File: config.mk
export PLATFORM = sky130hd
export DESIGN_NAME = bpi_flash_if
export DESIGN_NICKNAME = d
export VERILOG_FILES = /design/src/rtl/bpi_flash_if.sv
export SDC_FILE = /design/constraint.sdc
export NUM_CORES = 1
export LEC_CHECK = 0
export CAP_MARGIN = 20
export CORE_ASPECT_RATIO = 1.5
export CORE_UTILIZATION = 40
export CTS_BUF_LIST = sky130_fd_sc_hd__clkbuf_8 sky130_fd_sc_hd__clkbuf_16
export CTS_CLUSTER_DIAMETER = 40
export DETAILED_ROUTE_END_ITERATION = 8
export PLACE_DENSITY = 0.86
export SYNTH_ARGS = -nofsm -noshare
export SYNTH_HDL_FRONTEND = slang
export SYNTH_SLANG_ARGS = --single-unit
File: constraint.sdc
create_clock -name CLK -period 2.2 [get_ports CLK]
set_input_delay 0.22 -clock CLK [delete_from_list [all_inputs] [get_ports CLK]]
set_output_delay 0.22 -clock CLK [all_outputs]
set_load 0.05 [all_outputs]
File: src/rtl/bpi_flash_if.sv
`timescale 1ns/1ps
// BPI parallel NOR flash access sequencer: address latch, timed write/read strobes, recovery gap.
// Optional BPI_RD_INREG_EN registers the flash data bus and adds one READ cycle before capture.
module bpi_flash_if #(
    parameter int unsigned T_LATCH = 2,
    parameter int unsigned T_WR    = 3,
    parameter int unsigned T_RD    = 4,
    parameter int unsigned T_REC   = 1
) (
    input  logic        CLK,
    input  logic        RST_B,
    input  logic        CMD_VLD,
    output logic        CMD_RDY,
    input  logic        CMD_WR,
    input  logic [22:0] CMD_ADDR,
    input  logic [15:0] CMD_DATA,
    output logic [15:0] RD_DATA,
    output logic        RD_VLD,
    output logic        BUSY,
    output logic [20:0] BPI_AD_OUT,
    output logic        FPGA_A21,
    output logic        FPGA_A22,
    output logic        FCS_B,
    output logic        FLATCH_B,
    output logic        FOE_B,
    output logic        FWE_B,
    input  logic [15:0] CFG_DAT_IN,
    output logic [15:0] CFG_DAT_OUT,
    output logic        CFG_DAT_OE
);

    localparam logic [2:0] S_IDLE    = 3'd0;
    localparam logic [2:0] S_LATCH   = 3'd1;
    localparam logic [2:0] S_WRITE   = 3'd2;
    localparam logic [2:0] S_READ    = 3'd3;
    localparam logic [2:0] S_RECOVER = 3'd4;

`ifdef BPI_RD_INREG_EN
    localparam int unsigned T_RD_EFF = T_RD + 1;
`else
    localparam int unsigned T_RD_EFF = T_RD;
`endif

    localparam int unsigned T_MAX_A = (T_LATCH > T_WR) ? T_LATCH : T_WR;
    localparam int unsigned T_MAX_B = (T_RD_EFF > T_REC) ? T_RD_EFF : T_REC;
    localparam int unsigned T_MAX   = (T_MAX_A > T_MAX_B) ? T_MAX_A : T_MAX_B;
    localparam int unsigned CNT_W   = (T_MAX > 1) ? $clog2(T_MAX) : 1;

    logic [2:0]       state, state_nxt;
    logic [CNT_W-1:0] cnt, cnt_nxt;
    logic             cmd_wr_q, cmd_wr_nxt;
    logic [20:0]      ad_nxt;
    logic             a21_nxt, a22_nxt;
    logic [15:0]      dout_nxt;
    logic [15:0]      rd_data_nxt;
    logic             rd_vld_nxt;
    logic             cmd_rdy_nxt, busy_nxt;
    logic             fcs_nxt, flatch_nxt, foe_nxt, fwe_nxt, oe_nxt;
    logic [15:0]      rd_src;

`ifdef BPI_RD_INREG_EN
    logic [15:0] din_q;

    // Flash data bus sampled every cycle; capture uses the registered copy.
    always_ff @(posedge CLK or negedge RST_B) begin
        if (!RST_B) begin
            din_q <= 16'h0000;
        end else begin
            din_q <= CFG_DAT_IN;
        end
    end

    assign rd_src = din_q;
`else
    assign rd_src = CFG_DAT_IN;
`endif

    // Next-state, counter and registered-output values.
    always_comb begin
        state_nxt   = state;
        cnt_nxt     = cnt;
        cmd_wr_nxt  = cmd_wr_q;
        ad_nxt      = BPI_AD_OUT;
        a21_nxt     = FPGA_A21;
        a22_nxt     = FPGA_A22;
        dout_nxt    = CFG_DAT_OUT;
        rd_data_nxt = RD_DATA;
        rd_vld_nxt  = 1'b0;

        case (state)
            S_IDLE: begin
                if (CMD_VLD && CMD_RDY) begin
                    state_nxt  = S_LATCH;
                    cnt_nxt    = CNT_W'(T_LATCH - 1);
                    cmd_wr_nxt = CMD_WR;
                    ad_nxt     = CMD_ADDR[20:0];
                    a21_nxt    = CMD_ADDR[21];
                    a22_nxt    = CMD_ADDR[22];
                    dout_nxt   = CMD_DATA;
                end
            end
            S_LATCH: begin
                if (cnt == '0) begin
                    state_nxt = cmd_wr_q ? S_WRITE : S_READ;
                    cnt_nxt   = cmd_wr_q ? CNT_W'(T_WR - 1) : CNT_W'(T_RD_EFF - 1);
                end else begin
                    cnt_nxt = cnt - CNT_W'(1);
                end
            end
            S_WRITE: begin
                if (cnt == '0) begin
                    state_nxt = S_RECOVER;
                    cnt_nxt   = CNT_W'(T_REC - 1);
                end else begin
                    cnt_nxt = cnt - CNT_W'(1);
                end
            end
            S_READ: begin
                if (cnt == '0) begin
                    state_nxt   = S_RECOVER;
                    cnt_nxt     = CNT_W'(T_REC - 1);
                    rd_data_nxt = rd_src;
                    rd_vld_nxt  = 1'b1;
                end else begin
                    cnt_nxt = cnt - CNT_W'(1);
                end
            end
            S_RECOVER: begin
                if (cnt == '0) begin
                    state_nxt = S_IDLE;
                end else begin
                    cnt_nxt = cnt - CNT_W'(1);
                end
            end
            default: begin
                state_nxt = S_IDLE;
                cnt_nxt   = '0;
            end
        endcase

        // Strobes are decoded from the state being entered so they line up with it.
        fcs_nxt     = !((state_nxt == S_LATCH) || (state_nxt == S_WRITE) || (state_nxt == S_READ));
        flatch_nxt  = (state_nxt != S_LATCH);
        foe_nxt     = (state_nxt != S_READ);
        fwe_nxt     = (state_nxt != S_WRITE);
        oe_nxt      = (state_nxt == S_WRITE);
        busy_nxt    = (state_nxt != S_IDLE);
        cmd_rdy_nxt = (state_nxt == S_IDLE);
    end

    // State, counter, command and output registers.
    always_ff @(posedge CLK or negedge RST_B) begin
        if (!RST_B) begin
            state       <= S_IDLE;
            cnt         <= '0;
            cmd_wr_q    <= 1'b0;
            BPI_AD_OUT  <= 21'h000000;
            FPGA_A21    <= 1'b0;
            FPGA_A22    <= 1'b0;
            CFG_DAT_OUT <= 16'h0000;
            RD_DATA     <= 16'h0000;
            RD_VLD      <= 1'b0;
            CMD_RDY     <= 1'b0;
            BUSY        <= 1'b0;
            FCS_B       <= 1'b1;
            FLATCH_B    <= 1'b1;
            FOE_B       <= 1'b1;
            FWE_B       <= 1'b1;
            CFG_DAT_OE  <= 1'b0;
        end else begin
            state       <= state_nxt;
            cnt         <= cnt_nxt;
            cmd_wr_q    <= cmd_wr_nxt;
            BPI_AD_OUT  <= ad_nxt;
            FPGA_A21    <= a21_nxt;
            FPGA_A22    <= a22_nxt;
            CFG_DAT_OUT <= dout_nxt;
            RD_DATA     <= rd_data_nxt;
            RD_VLD      <= rd_vld_nxt;
            CMD_RDY     <= cmd_rdy_nxt;
            BUSY        <= busy_nxt;
            FCS_B       <= fcs_nxt;
            FLATCH_B    <= flatch_nxt;
            FOE_B       <= foe_nxt;
            FWE_B       <= fwe_nxt;
            CFG_DAT_OE  <= oe_nxt;
        end
    end

endmodule

==> summary.txt <==
Run status
  • Status: completed

Timing
  • Post-Route Skew: ~9.9 ps
  • Slew HR: 0.599
  • Min Tclk post-route: 1870 ps
  • Max Slew Vio Count: 0
  • F_max: 0.535 GHz
  • Fin crit share: 0.850
  • Setup_tns: 0 ps
  • Final setup vio count: 0
  • RSZ-0062 raised after global routing: false
  • Final Hold Vio Count: 0
  • Measured slew at the worst slew-check pin: 601 ps

Clock network
  • H-tree depth: 3
  • Post-CTS Resized: 0
  • Setup bufs post-CTS: 0
  • Root Driver: clkbuf_8
  • Hold_buf cts: 1
  • Clk slew on worst S/H paths: 70 ps
  • CTS Sinks: 69
  • CTS Buf Count: 9
  • Latest clock arrival within the worst-skew pair: 340 ps
  • CTS tree: done
  • Longest Clk Path Bufs: 2

Synthesis
  • Synth Area in Compound Gates: 0.0466
  • Synth cell types: 32
  • Post-synthesis sequential element count: 69
  • Synth Area in Simple Gates: 0.0479
  • Top post-synthesis cells by area: dfrtp_1 (58%), mux2_2 (22%), dfstp_2 (3.8%)
  • Sequential-to-total area share from yosys stat: 0.620
  • Cell taking the most area after synthesis: dfrtp_1
  • Post-synth top area share: 0.582
  • Synth Instances: 188
  • Main combinational cell family by area after synthesis: multiplexers
  • Synthesized area per cell: 14.9 um2
  • Synthesized area: 2790 um2
  • Synth Area in XOR/XNOR: 0.00313
  • Syn_nets: 251
  • YS warnings: 0
  • Mux share of post-synthesis cell area: 0.229
  • Post-synthesis adder-cell area fraction: 0.0179

Floorplanning
  • Die width: 70.2 um
  • Die area: 7330 um2
  • I/O Pins: around 120
  • Total core area: roughly 6600 um2
  • Initial Util: 0.422
  • Die height: 104 um
  • FP Rows: 36

Global route
  • Tot GR Track Use: 0.181
  • Initial antenna violation count: 0
  • First-pass GRT wire length: approximately 10000 um
  • Total congestion overflow: 0
  • Number of global-route vias before repair: 2131
  • Largest net degree at the start of global routing: 32

Drt
  • Wire per inst: 15.5 um
  • DRC Markers: 0
  • Antenna viol nets, final: 0
  • Via count: 2031
  • Drt pass-1 iters: 4
  • Final wirelength: 6180 um
  • Initial DRC count: 72
  • Via-to-Cell Ratio: a little over 5

Critical path
  • R2R Path Start: state[1]
  • WS Path Type: reg -> out
  • Slowest cell on crit path: clkdlybuf4s50_1
  • Worst setup startpoint: FCS_B
  • CP max stage delay: 800 ps
  • Buf/Inv on CP: 1
  • Worst Path Max Fanout: 1
  • Crit end category: output pin
  • Top cell family by delay on the critical path: buffers and inverters
  • Crit path launch type: flop
  • Crit-path cells: clkdlybuf4s50_1
  • Req. time, crit path: 1980 ps
  • Worst Path Arrival: 1650 ps

Cells and area
  • Layout area overhead: 54.2%
  • Ant diodes: 0
  • Net count, final: 381
  • Fill count: 517
  • Share of cells above drive strength 1: 0.258
  • Non-Filler Instances: 398

Placement
  • Placed insts: 382
  • Routability congestion estimate: 0.861
  • IO Port Bufs: 121
  • DP Wirelength: ~4700 um

Hold path
  • Min-delay worst type: in -> async

Flow run
  • Maxcap violations: 0
cell families (layout without fill, tap and decap cells):
family | count (synthesis) | count (layout)
DFF | 69 | 69
muxes | 57 | 57
and+or+nand+nor | 23 | 23
AOI/OAI and AO/OA | 20 | 20
buffers and inverters | 14 | 148
adders and majority gates | 4 | 4
xor gates and xnor gates | 1 | 1
synthesized netlist by cell type, drive strengths merged:
library cell and count:
dfrtp 65, mux2 56, buf 7, nand2 6, a21oi 5, inv 5, o21ai 5, dfstp 4
ha 4, nor3 4, nor2 3, or3 3, and2 2, clkbuf 2, nand2b 2, o2bb2ai 2
a211o 1, a211oi 1, a21o 1, a221oi 1, a2bb2oi 1, mux2i 1, nand3 1, nor2b 1
o21a 1, o22ai 1, o31ai 1, or2 1, xnor2 1
state kept, by name (all words and copies together) (netlist names):
name         cells
RD_DATA         16
CFG_DAT_OE       1
cnt              2
CMD_RDY          1
BUSY             1
FOE_B            1
CFG_DAT_OUT     16
BPI_AD_OUT      21
FWE_B            1
FCS_B            1
FLATCH_B         1
RD_VLD           1
FPGA_A21         1
state            3
FPGA_A22         1
cmd_wr_q         1
layer usage:
metal | global-route usage | vias up | wire length [um]
li1 | - | 923 | -
met1 | 0.201 | 995 | 2250
met2 | 0.310 | 93 | 3310
met3 | 0.0484 | 20 | 421
met4 | 0.0971 | 0 | 195
met5 | 0 | - | 0
final cells by class:
| cell class | count | area, um2 | share of cell area |
|---|---|---|---|
| Clock buffer | 9 | 124 | 0.0288 |
| Inverter | 5 | 18.8 | 0.00436 |
| Multi-Input combinational cell | 105 | 963 | 0.224 |
| Timing Repair Buffer | 128 | 1290 | 0.299 |
| Clock inverter | 6 | 88.8 | 0.0206 |
| Tap cell | 76 | 95.1 | 0.0221 |
| Sequential cell | 69 | 1730 | 0.402 |
per-stage QoR:
stage | setup slack, ps | hold slack (ps) | utilization | instance area (um2)
6_report | 330 | 423 | 0.651 | 4310
5_1_grt | 245 | 470 | 0.651 | 4310
4_1_cts | 304 | 439 | 0.651 | 4310
3_5_place_dp | 376 | 264 | 0.617 | 4090
3_3_place_gp | 407 | 260 | 0.617 | 4090
2_1_floorplan | 489 | -75.6 | - | 2790
worst paths after layout:
path	endpoint	slack, ps	cells after the start
min reg2reg	RD_DATA[0]	510	1
max in group asynchronous	RD_DATA[4]	1160	3
max	FCS_B	330	1
min	BUSY	420	2
min in group CLK	CFG_DAT_OUT[2]	490	2
max reg2reg	RD_DATA[1]	350	3
placed cells by master, fill, tap and decap left out, types with 2 or more instances in the layout:
cell type / n
a21oi_1: 5
ha_1: 4
clkbuf_8: 9
or3_1: 3
nand2_1: 6
dfstp_2: 4
clkinvlp_4: 2
buf_12: 2
o2bb2ai_1: 2
bufinv_16: 2
mux2_2: 54
nand2b_1: 2
nor2_1: 3
dfrtp_1: 65
mux2_1: 2
nor3_1: 3
o21ai_0: 5
clkdlybuf4s50_1: 120
and2_1: 2
inv_1: 5
buf_4: 4
Power is not shown: default switching activity piles up to over one toggle a cycle in this logic, so the estimate is an artifact.
